--- src/rtl/half_word_packer_pkg.sv ---
// half_word_packer_pkg: shared widths and FSM state type for the half-word packer
package half_word_packer_pkg;
    localparam int HALF_W = 16;
    localparam int WORD_W = 32;
    typedef enum logic {LO, HI} state_t;
endpackage

--- src/rtl/packer_fifo.sv ---
// packer_fifo: synchronous FIFO (power-of-two depth) whose head reads as zero when empty
module packer_fifo #(
    parameter int DEPTH = 2,
    parameter int W = 32
) (
    input  logic                     clock,
    input  logic                     reset,
    input  logic                     push,
    input  logic                     pop,
    input  logic [W-1:0]             din,
    output logic [W-1:0]             head,
    output logic [$clog2(DEPTH):0]   count
);
    localparam int AW = $clog2(DEPTH);
    localparam logic [AW:0] FULL = (AW+1)'(DEPTH);
    logic [W-1:0] mem [DEPTH];
    logic [AW-1:0] wr, rd;
    logic do_push, do_pop;
    assign do_push = push && count != FULL;
    assign do_pop = pop && count != '0;
    assign head = count == '0 ? '0 : mem[rd];
    // storage array, written at the tail on an accepted push
    always_ff @(posedge clock) begin
        if (do_push) mem[wr] <= din;
    end
    // pointers wrap naturally because the depth is a power of two
    always_ff @(posedge clock) begin
        if (reset) begin
            wr <= '0;
            rd <= '0;
            count <= '0;
        end else begin
            if (do_push) wr <= wr + 1'b1;
            if (do_pop) rd <= rd + 1'b1;
            count <= count + (AW+1)'(do_push) - (AW+1)'(do_pop);
        end
    end
endmodule

--- src/rtl/half_word_packer.sv ---
// half_word_packer: joins low/high 16-bit halves into 32-bit words queued for a valid/ready consumer; HALF_WORD_PACKER_PARITY_EN adds out_par
module half_word_packer
    import half_word_packer_pkg::*;
#(
    parameter int DEPTH = 2,
    parameter int CNT_W = 8
) (
    input  logic              clock,
    input  logic              reset,
    input  logic              in_valid,
    input  logic [HALF_W-1:0] in_data,
    output logic              in_ready,
    input  logic              flush,
    output logic              out_valid,
    output logic [WORD_W-1:0] out_data,
    input  logic              out_ready,
    output logic [CNT_W-1:0]  word_cnt
`ifdef HALF_WORD_PACKER_PARITY_EN
    ,
    output logic              out_par
`endif
);
`ifdef HALF_WORD_PACKER_PARITY_EN
    localparam int FW = WORD_W + 1;
`else
    localparam int FW = WORD_W;
`endif
    localparam int AW = $clog2(DEPTH);
    localparam logic [AW:0] FULL = (AW+1)'(DEPTH);
    state_t state, nstate;
    logic [HALF_W-1:0] lo_reg;
    logic [AW:0] count;
    logic [FW-1:0] head, din;
    logic push, load;
`ifdef HALF_WORD_PACKER_PARITY_EN
    assign din = {^{in_data, lo_reg}, in_data, lo_reg};
    assign out_par = head[WORD_W];
`else
    assign din = {in_data, lo_reg};
`endif
    assign out_valid = count != '0;
    assign out_data = head[WORD_W-1:0];
    // state register
    always_ff @(posedge clock) begin
        if (reset) state <= LO;
        else state <= nstate;
    end
    // next state: flush always returns to LO and overrides any arriving half
    always_comb begin
        nstate = flush ? LO : (state == LO && in_valid) ? HI : push ? LO : state;
    end
    // handshake outputs come from registered state only, never from out_ready
    always_comb begin
        in_ready = state == LO || count != FULL;
        push = state == HI && in_valid && in_ready && !flush;
        load = state == LO && in_valid && !flush;
    end
    // pending low half and completed-word counter
    always_ff @(posedge clock) begin
        if (reset || flush) lo_reg <= '0;
        else if (load) lo_reg <= in_data;
        if (reset) word_cnt <= '0;
        else if (push) word_cnt <= word_cnt + 1'b1;
    end
    packer_fifo #(.DEPTH(DEPTH), .W(FW)) u_fifo (
        .clock (clock),
        .reset (reset),
        .push  (push),
        .pop   (out_valid && out_ready),
        .din   (din),
        .head  (head),
        .count (count)
    );
endmodule
--- config.mk ---
export PLATFORM = sky130hd
export DESIGN_NAME = half_word_packer
export DESIGN_NICKNAME = d
export VERILOG_FILES = /design/src/rtl/half_word_packer_pkg.sv /design/src/rtl/packer_fifo.sv /design/src/rtl/half_word_packer.sv
export SDC_FILE = /design/constraint.sdc
export NUM_CORES = 1
export LEC_CHECK = 0
export CELL_PAD_IN_SITES_DETAIL_PLACEMENT = 1
export CELL_PAD_IN_SITES_GLOBAL_PLACEMENT = 1
export CORE_AREA = 2 2 96 98
export DETAILED_ROUTE_END_ITERATION = 10
export DIE_AREA = 0 0 98 100
export PLACE_DENSITY = 0.87
export SYNTH_ARGS = -nofsm -noshare
export SYNTH_HDL_FRONTEND = slang
export SYNTH_SLANG_ARGS = --single-unit
--- constraint.sdc ---
create_clock -name clock -period 4.8 [get_ports clock]
set_clock_uncertainty 0.2 [all_clocks]
set_input_delay 0.48 -clock clock [delete_from_list [all_inputs] [get_ports clock]]
set_output_delay 0.48 -clock clock [all_outputs]
set_load 0.03 [all_outputs]
==> impl_metrics.json <==
{
  "pre_cts_ws_ns": 1.98,
  "grt_pass1_wl_um": 12500,
  "largest_reg_flops": 64,
  "start_util_pct": 40.4,
  "drive_gt1_share_pct": 7.85,
  "setup_tns_ns": 0,
  "worst_slack_ns": 1.66,
  "cts_made_buffers": 9,
  "die_w_um": 98,
  "overflow": 0,
  "grt_antenna_before_repair": 0,
  "syn_to_final_growth_pct": 25.4,
  "hold_viol_final": 0,
  "r2r_start": "u_fifo.count[0]",
  "wl_um": 7960,
  "clock_sinks": 94,
  "yosysTopAreaCell": "edfxtp_1",
  "syn_area_per_cell_um2": 13.0,
  "first_iter_violations": 131,
  "postCtsSetupBuffers": 0,
  "fin_area_um2": 4500,
  "dp_cells": 439,
  "die_h_um": 100,
  "cp.arrival_ns": 2.46,
  "ioPinCount": 63,
  "min-delay-start": "lo_reg[13]",
  "fin_crit_sh_pct": 65.4,
  "dp_hpwl_um": 5330,
  "post_cts_resized": 0,
  "path_clk_slew_ns": 0.09,
  "crit_fanout": 32,
  "yosysSeqAreaShare_pct": 70.2,
  "slew_viol_final": 0,
  "synth_area_leaders": "edfxtp_1 54%, dfxtp_1 17%, mux2i_1 8.9%, nor2_1 4.8%, nand2_1 3.8%",
  "cts-hold-fix-buffers": 0,
  "rsz0062_at_grt": "no",
  "synth-edff-count": 64,
  "ys_ff_latch": 94,
  "fin_nets": 362,
  "grt_max_degree": 33,
  "relSlewSlack_pct": 33.0,
  "drc_errors": 0,
  "core_area_um2": 8890,
  "hp-class": "flop to flop",
  "synth.distinct_cells": 29,
  "wl_per_cell_um": 17.5,
  "p_leak_nw": 1.42,
  "grt_pass1_vias": 2432,
  "syn_inst": 277,
  "drt_pass1_iterations": 4,
  "fmax_ghz": 0.319,
  "vias_per_cell": 5.01,
  "power_density_nw_per_um2": 480,
  "status": "completed",
  "root_buffer": "clkbuf_8",
  "die_area_um2": 9800,
  "final_cells": 455,
  "num_vias": 2280,
  "cts_tree": "done",
  "gp_congestion": 0.757,
  "fin_crit_ns": 3.14,
  "start_kind": "flop",
  "netlist_area_um2": 3590,
  "synthArstFlopShare_pct": 0,
  "rows": 35,
  "synthFlopType": "edfxtp_1",
  "track_usage_pct": 16.7,
  "critPathKind": "flop to output pin",
  "drtAntennaViolNets": 0,
  "cap_violations": 0,
  "worst_slew_pin_slew_ns": 1.00,
  "final-setup-viol-count": 0,
  "mostFrequentLayoutCell": "edfxtp_1",
  "io_buffers": 62,
  "end_kind": "output pin",
  "ir_drop_uv": 273,
  "yosysTopAreaCellShare_pct": 53.5,
  "placed_area_um2": 4310,
  "final_util_pct": 50.7,
  "worstPathRequired_ns": 4.12,
  "cts_max_level": 3,
  "clock_latency_ns": 0.36,
  "synth_fp_nets": 300,
  "layout_common_cells": "64 x edfxtp_1, 62 x clkdlybuf4s50_1, 45 x nor2_1",
  "clockBufferDepth": 2,
  "num_antenna_cells": 0,
  "ys_warn_count": 0
}
## cells in the mapped netlist (all sizes together), types with 3 or more instances
master   n
buf      6
nor2    47
a21oi   17
edfxtp  64
mux2i   32
xnor2   10
clkbuf   8
nor4     3
nand2   36
nor3     5
dfxtp   30
## critical path, stage by stage, from the launching register on
cell	delay [ns]
dfxtp_2	0.99
mux2i_1	0.21
nor2_1	0.19
clkdlybuf4s50_1	0.70
## final timing paths
kind / endpoint / slack (ns) / depth (start not counted)
max reg2reg: u_fifo.count[1] / 2.20 / 7
max: out_data[13] / 1.66 / 3
min reg2reg: u_fifo.mem[1][13] / 0.26 / 0
min: u_fifo.mem[1][13] / 0.26 / 0
## metal layers
layer  wire (µm)  GRT usage, %
met5           0             0
met4         161          8.33
met3         331          2.58
met2        4180          28.9
met1        3290          20.5
## area by class of cell
type / instances / area [µm²]
fill: 913 / 4390
sequential: 94 / 2520
multi-input combinational: 167 / 1000
timing repair buffer: 65 / 643
tap: 111 / 139
clock buffer: 9 / 124
clock inverter: 7 / 65.1
inverter: 2 / 7.51
## power breakdown
group | leakage [nW] | internal, mW | switching (mW) | total (mW)
registers | 0.823 | 0.883 | 0.0631 | 0.946
clock network | 0.0863 | 0.236 | 0.270 | 0.506
logic | 0.512 | 0.297 | 0.413 | 0.710
## logic make-up (layout without fill, tap and decap cells)
group                      after synthesis  count (layout)  synth area share (%)
muxes                                   32              32                  8.92
DFF                                     94              94                  70.2
and+or+nand+nor                        104             104                  12.8
xor gates and xnor gates                11              11                  2.68
buffers and inverters                   16              83                  2.16
AOI/OAI and AO/OA                       18              18                  2.51
adders and majority gates                2               2                 0.697
## through the flow
step	power, mW	hold WS (ns)
after global placement	1.66	0.232
after global routing	2.25	0.275
final	2.16	0.258
after CTS	2.18	0.257
after detailed placement	1.68	0.241
after floorplan	1.39	0.225
(Power assumes the default switching activity.)
